===== src/rtl/generic_fifo_v2.sv =====
// Parameterised synchronous FIFO with occupancy counter, sticky over/underflow flags
// and a selectable registered-read or first-word-fall-through output.
module generic_fifo_v2 #(
    parameter int GENERIC_FIFO_DEPTH      = 8,
    parameter int GENERIC_FIFO_DATA_WIDTH = 32,
    parameter int GENERIC_FIFO_THRESHOLD  = 2,
    parameter int GENERIC_FIFO_FWFT       = 0
) (
    input  logic                               clk,
    input  logic                               reset_poweron,
    input  logic                               clear,
    input  logic                               write,
    input  logic [GENERIC_FIFO_DATA_WIDTH-1:0] write_data,
    input  logic                               read,
    output logic [GENERIC_FIFO_DATA_WIDTH-1:0] read_data,
    output logic                               empty,
    output logic                               full,
    output logic                               almost_full,
    output logic [$clog2(GENERIC_FIFO_DEPTH):0] count,
    output logic                               overflow,
    output logic                               underflow
);

    localparam int AW = $clog2(GENERIC_FIFO_DEPTH);
    localparam logic [AW:0] FULL_LEVEL = (AW+1)'(GENERIC_FIFO_DEPTH);
    localparam logic [AW:0] AF_LEVEL   = (AW+1)'(GENERIC_FIFO_DEPTH - GENERIC_FIFO_THRESHOLD);

    logic [GENERIC_FIFO_DATA_WIDTH-1:0] mem_r [GENERIC_FIFO_DEPTH];
    logic [AW-1:0] wp_r;
    logic [AW-1:0] rp_r;
    logic [AW:0]   count_r;
    logic [AW:0]   count_next_s;
    logic          overflow_r;
    logic          underflow_r;
    logic          rd_acc_s;
    logic          wr_acc_s;
    logic          op_en_s;

    // Flags come from the registered count only, never from pointer comparison.
    assign empty       = (count_r == (AW+1)'(0));
    assign full        = (count_r == FULL_LEVEL);
    assign almost_full = (count_r >= AF_LEVEL);
    assign count       = count_r;
    assign overflow    = overflow_r;
    assign underflow   = underflow_r;

    assign op_en_s  = ~reset_poweron & ~clear;
    assign rd_acc_s = read & ~empty;
    assign wr_acc_s = write & (~full | rd_acc_s);

    // Next occupancy: simultaneous push and pop cancel out.
    always_comb begin
        count_next_s = count_r;
        case ({wr_acc_s, rd_acc_s})
            2'b10:   count_next_s = count_r + (AW+1)'(1);
            2'b01:   count_next_s = count_r - (AW+1)'(1);
            default: count_next_s = count_r;
        endcase
    end

    // Pointer, occupancy and sticky-flag state with reset > clear > traffic priority.
    always_ff @(posedge clk) begin
        if (reset_poweron || clear) begin
            wp_r        <= AW'(0);
            rp_r        <= AW'(0);
            count_r     <= (AW+1)'(0);
            overflow_r  <= 1'b0;
            underflow_r <= 1'b0;
        end else begin
            if (wr_acc_s) begin
                wp_r <= wp_r + AW'(1);
            end
            if (rd_acc_s) begin
                rp_r <= rp_r + AW'(1);
            end
            count_r <= count_next_s;
            if (write && !wr_acc_s) begin
                overflow_r <= 1'b1;
            end
            if (read && empty) begin
                underflow_r <= 1'b1;
            end
        end
    end

    // Storage array; deliberately has no reset.
    always_ff @(posedge clk) begin
        if (op_en_s && wr_acc_s) begin
            mem_r[wp_r] <= write_data;
        end
    end

    generate
        if (GENERIC_FIFO_FWFT != 0) begin : g_fwft
            assign read_data = mem_r[rp_r];
        end else begin : g_reg_read
            // Registered read port: loads the head word on an accepted pop, holds otherwise.
            always_ff @(posedge clk) begin
                if (reset_poweron) begin
                    read_data <= {GENERIC_FIFO_DATA_WIDTH{1'b0}};
                end else if (!clear && rd_acc_s) begin
                    read_data <= mem_r[rp_r];
                end
            end
        end
    endgenerate

endmodule


===== config.mk =====
export PLATFORM = sky130hd
export DESIGN_NAME = generic_fifo_v2
export DESIGN_NICKNAME = d
export VERILOG_FILES = /design/src/rtl/generic_fifo_v2.sv
export SDC_FILE = /design/constraint.sdc
export NUM_CORES = 1
export LEC_CHECK = 0
export BUFFER_PORTS_ARGS = -buffer_cell sky130_fd_sc_hd__buf_2
export CORE_UTILIZATION = 33
export CTS_BUF_LIST = sky130_fd_sc_hd__clkbuf_8
export DETAILED_ROUTE_END_ITERATION = 8
export SLEW_MARGIN = 20
export SYNTH_ARGS = -nofsm -noshare
export SYNTH_HDL_FRONTEND = slang
export SYNTH_SLANG_ARGS = --single-unit

===== constraint.sdc =====
create_clock -name clk -period 8.71 [get_ports clk]
set_input_delay 1.3065 -clock clk [delete_from_list [all_inputs] [get_ports clk]]
set_output_delay 1.3065 -clock clk [all_outputs]
set_load 0.005 [all_outputs]

==> results.md <==
- Status: completed
- Final hold vios: 0
- CP arrival: 3.51 ns
- Crit Path Category: input pin to flip-flop
- CTS Root Cell: clkbuf_8
- DRT Pass-1 Iters: 4
- Row Count: 68
- Post-CTS Setup Repair Bufs: 0
- Core area: 34500 um^2
- Final worst-path cycle share: 0.375
- Area grow syn2layout: 16.3%
- Comb power frac: 0.042
- Ys flop type: edfxtp_1
- Number of global-route vias before repair: 5700
- Clock buffer depth: 3
- TritonCTS clock tree: built
- Hold_buf cts: 0
- DRT antenna net count: 0
- Gpl congestion: 0.690
- Slew HR: 0.316
- Hold WS: 0.470 ns
- Min cycle time layout: 3.27 ns
- Design Power: 2.78 mW
- CTS clk-pin slew, worst paths: 0.06 ns
- Psw: 0.599 mW
- Largest net degree at the start of global routing: 67
- GRT Total Usage: 0.123
- Die Area: 35800 um^2
- DR WL/cell: 18.5 um
- Power Density: 206 nW/um^2
- CTS HTree Levels: 2
- Max-cap violations: 0
- CTS resizes: 0
- Port Buffers: 77
- Initial antenna violation count: 1
- Post-route DRC violation count: 0
- Post-synth cell types: 37
- Cell taking the most area after synthesis: edfxtp_1
- Net count, final: 716
- Max Clk Rate: 0.306 GHz
- Synth top area share: 0.664
- Total number of vias: 5428
- Register area share after synthesis: 0.740
- Gr ovfl total: 0
- Final Util: 0.389
- CTS Sinks: 300
- Syn Inst Count: 570
- RSZ-0062 raised after global routing: false
- Num CTS Buffers: 47
- Internal power: 2.18 mW
- Clk Latency, worst-skew pair: 0.54 ns
- CP endpoint kind: flip-flop
- TNS Setup: 0 ns
- Worst Max-Slew Pin Slew: 1.03 ns
- Net Count, Synth: 612
- Fin worst setup slack: 5.44 ns
- CP Data Required Time: 8.95 ns
- Die height: 189 um
- Synthesis warning total: 0
- Top-count cell post-synth: edfxtp_1
- Number of setup violations in the final report: 0
- Share of flip-flops with an asynchronous set or reset: 0
- Post-DP HPWL: 11900 um
- Placed insts: 1074
- Seq pwr share: 0.570
- Crit Path Max Fanout: 33
- Pins over their slew limit: 0
- EDFF count, synth: 256
- Number of vias per cell: 4.65
- CP startpoint kind: input pin
- Sw frac: 0.216
- Leak: 4.29 nW
- Total Wirelength: 21600 um
- Layout cells sized above 1: 0.362
- Die width: 189 um
- Post-Syn Area: 11600 um^2
- Post-route cell area: 13500 um^2
- Initial DRC count: 288
- Hold WC Path Type: flip-flop to flip-flop
- Io pins: 78
- DP Area: 12400 um^2
- Post-synth top cells: edfxtp_1, mux4_2, nor2_1
- Fillers: 3170
- DP Worst Slack: 4.60 ns
- Synth Register Bits: 300
- First-pass GRT wire length: 33600 um
- Layout Cells excl Fill: 1168
- Top cells by area, synth: edfxtp_1, mux4_2, dfxtp_1, a211oi_2, mux2i_1
- Initial core utilization: 0.335
- Syn avg cell area: 20.3 um^2
- Setup Skew: 0.0111 ns
- Clock power share: 0.387
- VDD IR max: 0.0000912 V
[power by group through the flow]
stage | Clock (mW) | Sequential (mW) | Combinational (mW)
4_1_cts | 1.11 | 1.58 | 0.120
5_1_grt | 1.18 | 1.59 | 0.131
2_1_floorplan | 0 | 1.61 | 0.0768
3_5_place_dp | 0 | 1.62 | 0.120
6_report | 1.08 | 1.58 | 0.117
3_3_place_gp | 0 | 1.61 | 0.117
[logic make-up after synthesis]
group / synth area share
XOR/XNOR: 0.00530
adder cells (fa/ha/maj): 0.00606
buffers and inverters: 0.0205
AO/OA/AOI/OAI: 0.0444
AND/OR/NAND/NOR: 0.0283
flip-flops: 0.740
multiplexers: 0.155
[final timing paths]
path                                        startpoint                         end  slack, ns  depth (start not counted)
worst min-delay path            underflow$_SDFFE_PP0P_      underflow$_SDFFE_PP0P_       0.47                          2
worst max-delay path                     reset_poweron      mem_r[5][13]$_DFFE_PP_       5.44                          6
worst min register to register  underflow$_SDFFE_PP0P_      underflow$_SDFFE_PP0P_       0.47                          2
worst max register to register    rp_r[0]$_SDFFE_PP0N_  read_data[29]$_SDFFE_PP0P_       6.04                          4
[worst max-delay path, stage by stage]
cell	delay, ns
buf_2	0.10
buf_4	0.30
or2_2	0.48
or3_1	0.50
nor2_4	0.54
buf_16	0.25
[sequential cells by signal, summed over array words and instances (netlist names)]
signal / flops
underflow: 1
rp_r: 3
read_data: 32
count: 4
overflow: 1
mem_r: 256
wp_r: 3
[cell usage in the layout (no fill, tap or decap), drive strengths merged]
cell type / count
and2: 1
a21o: 1
o211ai: 1
a211oi: 34
a21oi: 3
nand3b: 1
o41ai: 1
clkbuf: 53
nand3: 2
nor3: 3
fa: 1
mux4: 64
mux2i: 35
diode: 1
buf: 89
o31ai: 1
o311a: 1
o21ai: 1
xnor2: 5
edfxtp: 256
clkinvlp: 1
nor4bb: 1
nand4b: 1
a31oi: 2
xor2: 2
or3: 3
dfxtp: 44
or2: 2
ha: 4
nand2: 2
inv: 20
o21bai: 1
nand2b: 4
nor2: 53
clkinv: 19
[cell type report]
type / instances / area, um^2 / area share
inverters: 6 / 22.5 / 0.00167
multi-input cells: 230 / 2820 / 0.210
clock inverters: 34 / 136 / 0.0101
repair buffers: 89 / 596 / 0.0443
diodes: 1 / 2.50 / 0.000186
clock buffers: 53 / 729 / 0.0542
well taps: 455 / 569 / 0.0423
flip-flops and latches: 300 / 8580 / 0.638
[per-layer routing]
layer  track usage  vias to the layer above  part of all wire
met4        0.0360                        2             0.017
met5             0                        -           0.00060
met1         0.165                     2741              0.45
li1              -                     2520                 -
met2         0.199                      122              0.47
met3        0.0306                       43             0.059
(Power assumes the default switching activity.)
